### src/rtl/line_pixel_writer.sv
// Command sequencer and framebuffer writer for the line stepper: loads a line, clips each pixel, writes in-bounds ones.
// Latency: 1 LOAD + (SETTLE_CYC+1) settle + >=1 write cycle per pixel, +1 STEP between pixels, +1 DONE at the end.
// Backpressure: cmd_ready only in IDLE; mem_req is held with stable addr/data until mem_ack.
module line_pixel_writer #(
    parameter int FB_W       = 640,
    parameter int FB_H       = 480,
    parameter int ADDR_W     = 32,
    parameter int COLOR_W    = 32,
    parameter int SETTLE_CYC = 2
) (
    input  logic               clk,
    input  logic               reset,
    input  logic               cmd_valid,
    output logic               cmd_ready,
    input  logic [15:0]        cmd_x1,
    input  logic [15:0]        cmd_y1,
    input  logic [15:0]        cmd_x2,
    input  logic [15:0]        cmd_y2,
    input  logic [COLOR_W-1:0] cmd_color,
    input  logic [ADDR_W-1:0]  fb_base,
    output logic               calc_o,
    output logic [15:0]        line_x1,
    output logic [15:0]        line_y1,
    output logic [15:0]        line_x2,
    output logic [15:0]        line_y2,
    output logic               step_o,
    input  logic [15:0]        px_x,
    input  logic [15:0]        px_y,
    input  logic               line_done,
    output logic               mem_req,
    input  logic               mem_ack,
    output logic [ADDR_W-1:0]  mem_addr,
    output logic [COLOR_W-1:0] mem_wdata,
    output logic               busy,
    output logic               cmd_done,
    output logic [15:0]        pix_written,
    output logic [15:0]        pix_clipped
);

    localparam int CNT_W = (SETTLE_CYC < 1) ? 1 : $clog2(SETTLE_CYC + 1);
    localparam logic [CNT_W-1:0]  SETTLE_INIT = CNT_W'(SETTLE_CYC);
    localparam logic [16:0]       FB_W_L      = 17'(FB_W);
    localparam logic [16:0]       FB_H_L      = 17'(FB_H);
    localparam logic [ADDR_W-1:0] FB_W_A      = ADDR_W'(FB_W);

    typedef enum logic [2:0] {
        S_IDLE,
        S_LOAD,
        S_SETTLE,
        S_WRITE,
        S_STEP,
        S_DONE
    } state_t;

    state_t             state;
    state_t             state_nxt;
    logic [CNT_W-1:0]   settle_cnt;
    logic               last;
    logic               clip;
    logic [ADDR_W-1:0]  base;
    logic               px_clip;
    logic [ADDR_W-1:0]  px_addr;

    assign px_clip = ({1'b0, px_x} >= FB_W_L) || ({1'b0, px_y} >= FB_H_L);
    assign px_addr = base + ADDR_W'(px_y) * FB_W_A + ADDR_W'(px_x);

    // Handshake outputs decode straight from state so reset drops them immediately.
    assign cmd_ready = (state == S_IDLE);
    assign busy      = (state != S_IDLE);
    assign calc_o    = (state == S_LOAD);
    assign step_o    = (state == S_STEP);
    assign cmd_done  = (state == S_DONE);
    assign mem_req   = (state == S_WRITE) && !clip;

    always_comb begin
        state_nxt = state;
        case (state)
            S_IDLE:   if (cmd_valid) state_nxt = S_LOAD;
            S_LOAD:   state_nxt = S_SETTLE;
            S_SETTLE: if (settle_cnt == '0) state_nxt = S_WRITE;
            S_WRITE:  if (clip || mem_ack) state_nxt = last ? S_DONE : S_STEP;
            S_STEP:   state_nxt = S_SETTLE;
            S_DONE:   state_nxt = S_IDLE;
            default:  state_nxt = S_IDLE;
        endcase
    end

    always_ff @(posedge clk or negedge reset) begin
        if (!reset) begin
            state       <= S_IDLE;
            settle_cnt  <= '0;
            last        <= 1'b0;
            clip        <= 1'b0;
            base        <= '0;
            line_x1     <= '0;
            line_y1     <= '0;
            line_x2     <= '0;
            line_y2     <= '0;
            mem_addr    <= '0;
            mem_wdata   <= '0;
            pix_written <= '0;
            pix_clipped <= '0;
        end else begin
            state <= state_nxt;
            case (state)
                S_IDLE: begin
                    if (cmd_valid) begin
                        line_x1     <= cmd_x1;
                        line_y1     <= cmd_y1;
                        line_x2     <= cmd_x2;
                        line_y2     <= cmd_y2;
                        mem_wdata   <= cmd_color;
                        base        <= fb_base;
                        pix_written <= '0;
                        pix_clipped <= '0;
                    end
                end
                S_LOAD, S_STEP: settle_cnt <= SETTLE_INIT;
                S_SETTLE: begin
                    if (settle_cnt == '0) begin
                        last     <= line_done;
                        clip     <= px_clip;
                        mem_addr <= px_addr;
                    end else begin
                        settle_cnt <= settle_cnt - 1'b1;
                    end
                end
                S_WRITE: begin
                    if (clip) begin
                        if (pix_clipped != 16'hFFFF) pix_clipped <= pix_clipped + 16'd1;
                    end else if (mem_ack) begin
                        if (pix_written != 16'hFFFF) pix_written <= pix_written + 16'd1;
                    end
                end
                default: ;
            endcase
        end
    end

endmodule
### config.mk
export PLATFORM = sky130hd
export DESIGN_NAME = line_pixel_writer
export DESIGN_NICKNAME = d
export VERILOG_FILES = /design/src/rtl/line_pixel_writer.sv
export SDC_FILE = /design/constraint.sdc
export NUM_CORES = 1
export LEC_CHECK = 0
export BUFFER_PORTS_ARGS = -buffer_cell sky130_fd_sc_hd__buf_2
export CAP_MARGIN = 20
export CORE_MARGIN = 5
export CORE_UTILIZATION = 33
export DETAILED_ROUTE_END_ITERATION = 12
export PLACE_DENSITY_LB_ADDON = 0.1
export REMOVE_ABC_BUFFERS = 1
export SLEW_MARGIN = 5
export SYNTH_ARGS = -nofsm -noshare
export SYNTH_HDL_FRONTEND = slang
export SYNTH_SLANG_ARGS = --single-unit
export TNS_END_PERCENT = 50
### constraint.sdc
create_clock -name clk -period 4.74 [get_ports clk]
set_clock_uncertainty 0.1 [all_clocks]
set_input_delay 0.474 -clock clk [delete_from_list [all_inputs] [get_ports clk]]
set_output_delay 0.474 -clock clk [all_outputs]
set_load 0.02 [all_outputs]
==> results.py <==
metrics = {
    "global_route": {
        "antenna_found_initial": 12,
        "grt_max_degree": 83,
        "grt_pass1_vias": 9350,
        "grt_pass1_wl_mm": 49.8,
        "grt_util_all_layers_pct": 17.2,
        "grt_overflow": 0,
    },
    "clocking": {
        "clk_path_buf_depth": 2,
        "postCtsSetupBuffers": 0,
        "tritoncts": "done",
        "numCtsBuffers": 17,
        "htree_levels": 4,
        "clock_sinks": 199,
        "clk_latency_ps": 440,
        "clk_pin_slew_ps": 60,
        "cts_root_buf": "clkbuf_16",
        "cts_hold_buffers": 0,
        "post_cts_resized": 0,
    },
    "power": {
        "power.density_nw_per_um2": 671,
        "p_leak_nw": 7.47,
        "vdd_drop_max_mv": 0.325,
        "total_power_mw": 9.26,
    },
    "critical_path": {
        "path_delay_family": "compound AO/OA/AOI/OAI gates",
        "required_ps": 5010,
        "startpoint_type": "input pin",
        "worstPathArrival_ps": 4720,
        "critPathSlowestCell": "or4_1",
        "crit_type": "in2reg",
        "path_buf_inv": 1,
        "path_cells": "buf_2, ha_1, ha_1, fa_1, a21o_1, a21oi_2, o21bai_1, a21oi_2, o21ai_0, a2111oi_2, nand4b_1, ha_1, ha_1, a21o_1, o41a_1, or4_1, nand3_1",
        "cp_common_cell": "ha_1",
        "critPathMaxStageDelay_ps": 480,
        "critPathCaptureType": "flip-flop",
        "path_max_fanout": 4,
    },
    "floorplanning": {
        "die_y_um": 191,
        "dieWidth_um": 191,
        "start_util_pct": 33.2,
        "rows": 66,
        "die_area_um2": 36300,
        "pin_count": 331,
        "coreArea_um2": 32400,
    },
    "route": {
        "via_per_inst": 4.62,
        "first_iter_violations": 411,
        "via_count": 9398,
        "wl_met1_mm": 13.9,
        "drc": 0,
        "routed_wl_mm": 31.4,
        "met3_length_mm": 2.57,
        "wl_per_cell_um": 15.4,
        "dr.pass1.iters": 4,
        "top_layer": "met5",
        "met2WireLength_mm": 14.4,
        "drtAntennaViolNets": 0,
    },
    "sta": {
        "hold_ws_ps": -11.8,
        "worst_pin_slew_ps": 894,
        "slew_headroom_pct": 40.4,
        "setup_viol": 0,
        "fin_ws_ps": 289,
        "finalCritPeriodShare_pct": 93.9,
        "fin_tns_setup_ps": 0,
        "hold_viol_final": 29,
        "layout_min_cycle_time_ps": 4450,
        "final_max_slew_viol_count": 0,
        "rsz0062_at_grt": "false",
        "fmaxAchievable_ghz": 0.225,
    },
    "final_layout": {
        "regArea_um2": 4980,
        "multi_input_area_um2": 5490,
        "syn_to_final_growth_pct": 28.3,
        "fin_nets": 1826,
        "drive_gt1_share_pct": 27.7,
        "fill_cells": 3399,
    },
    "placed_design": {
        "dp_hpwl_mm": 23.9,
        "place.gp.congestion": 0.835,
        "post-place-ws_ps": -413,
        "portBuffers": 330,
    },
    "yosys": {
        "synth_edf_count": 0,
        "synthTopCellsByArea": "dfrtp_1, nand2_1, ha_1",
        "ys_ff_latch": 199,
        "synth_top_area_cell": "dfrtp_1",
        "synthArstFlopShare_pct": 100,
        "avgSynthCellArea_um2": 8.81,
        "synth_top_area_share_pct": 46.3,
        "synthCells": 1221,
        "syn_area_um2": 10800,
        "synth_common_cells": "nand2_1, dfrtp_1, ha_1",
        "yosysWarnings": 0,
        "synth-seq-area-share_pct": 46.3,
        "post-synth-top-count-cell": "nand2_1",
        "ys_types": 66,
        "synth_ff_type": "dfrtp_1",
    },
    "hold_path": {
        "hp-class": "in2async",
    },
    "outcome": {
        "violations": "negative hold slack",
        "outcome": "complete, but fails checks",
    },
    "flow_run": {
        "timing.max_cap.violations": 0,
    },
}
## final timing paths
path                                    from      endpoint  slack (ps)  cells after the start
worst min-delay path                   reset      base[28]         -10                      1
worst max register to register       base[1]  mem_addr[23]        1340                     11
worst max-delay path                 px_y[1]  mem_addr[28]         290                     17
max in group asynchronous              reset   mem_addr[3]        3490                      2
min in group clk                   cmd_x1[6]    line_x1[6]         120                      3
worst min register to register  mem_wdata[8]  mem_wdata[8]         370                      2
## power by group
| part | leakage [nW] | switching [mW] | internal [mW] | total, mW |
|---|---|---|---|---|
| Combinational | 4.69 | 3.08 | 1.96 | 5.04 |
| Sequential | 2.51 | 0.424 | 2.39 | 2.82 |
| Clock | 0.263 | 0.656 | 0.743 | 1.40 |
## stage by stage
| step | cell area, um^2 | instances | hold WS, ps | utilization [%] |
|---|---|---|---|---|
| 3_5_place_dp | 13200 | 1999 | 357 | 40.8 |
| 5_1_grt | 13800 | 2031 | 36.1 | 42.6 |
| 4_1_cts | 13800 | 2030 | 0.878 | 42.5 |
| 2_1_floorplan | 10600 | 1173 | 78.4 | - |
| 6_report | 13800 | 2036 | -11.8 | 42.6 |
| 3_3_place_gp | 13200 | 1999 | 352 | 40.8 |
## layout make-up
cell class	count	share of cell area, %
clock buffers	22	3.29
repair buffers	384	15.1
clock inverters	9	0.698
multi-input cells	942	39.8
inverters	32	0.870
well taps	442	4.01
flip-flops and latches	199	36.1
diodes	6	0.109
## flip-flops by register name (all words and copies together) (netlist names)
name         cells
line_y1         16
clip             1
pix_clipped     16
mem_addr        32
last             1
base            32
line_x1         16
mem_wdata       32
state            3
settle_cnt       2
pix_written     16
line_y2         16
line_x2         16
## layer usage
metal / global-route usage [%] / vias to the layer above
met1: 22.1 / 4331
met4: 4.45 / 16
li1: - / 4782
met3: 6.72 / 35
met5: 0 / -
met2: 27.2 / 234
## placed cells by master, fill, tap and decap left out, types with 6 or more instances in the layout
master     netlist  routed
nand2_1        458     458
buf_2            9     329
dfrtp_1        199     199
ha_1            74      74
nor2_1          58      58
o21ai_0         55      55
buf_4            0      52
a21oi_1         43      40
inv_1           31      31
xor2_1          29      29
xnor2_1         27      27
nand3_1         19      18
a21o_1          17      17
clkbuf_16        0      17
nand4_1         15      15
nor3_1          13      13
fa_1            11      11
or3_1            8       8
o31ai_1          7       7
and3_1           7       7
diode_2          0       6
a21oi_2          3       6
o21bai_1         6       6
o21ai_1          6       6
a31oi_1          6       6
## logic make-up (layout without fill, tap and decap cells)
logic type	after synthesis	in the layout	synth area share, %
simple gates	619	619	24.4
compound gates	179	179	10.9
xor+xnor	56	56	4.56
flops	199	199	46.3
fa+ha+maj	85	85	10.7
mux	3	3	0.291
other cells	0	6	0
buf+inv	80	447	2.90
## worst reg2reg max path: stages, from the launching register on
cell and delay [ps]:
dfrtp_1 380, ha_1 280, ha_1 280, fa_1 460
a211oi_1 260, nor2_1 130, o41a_1 490, o211ai_1 300
a211oi_1 120, buf_4 160, o21a_1 160, o31ai_1 180
Power figures use the tool's default switching activity.
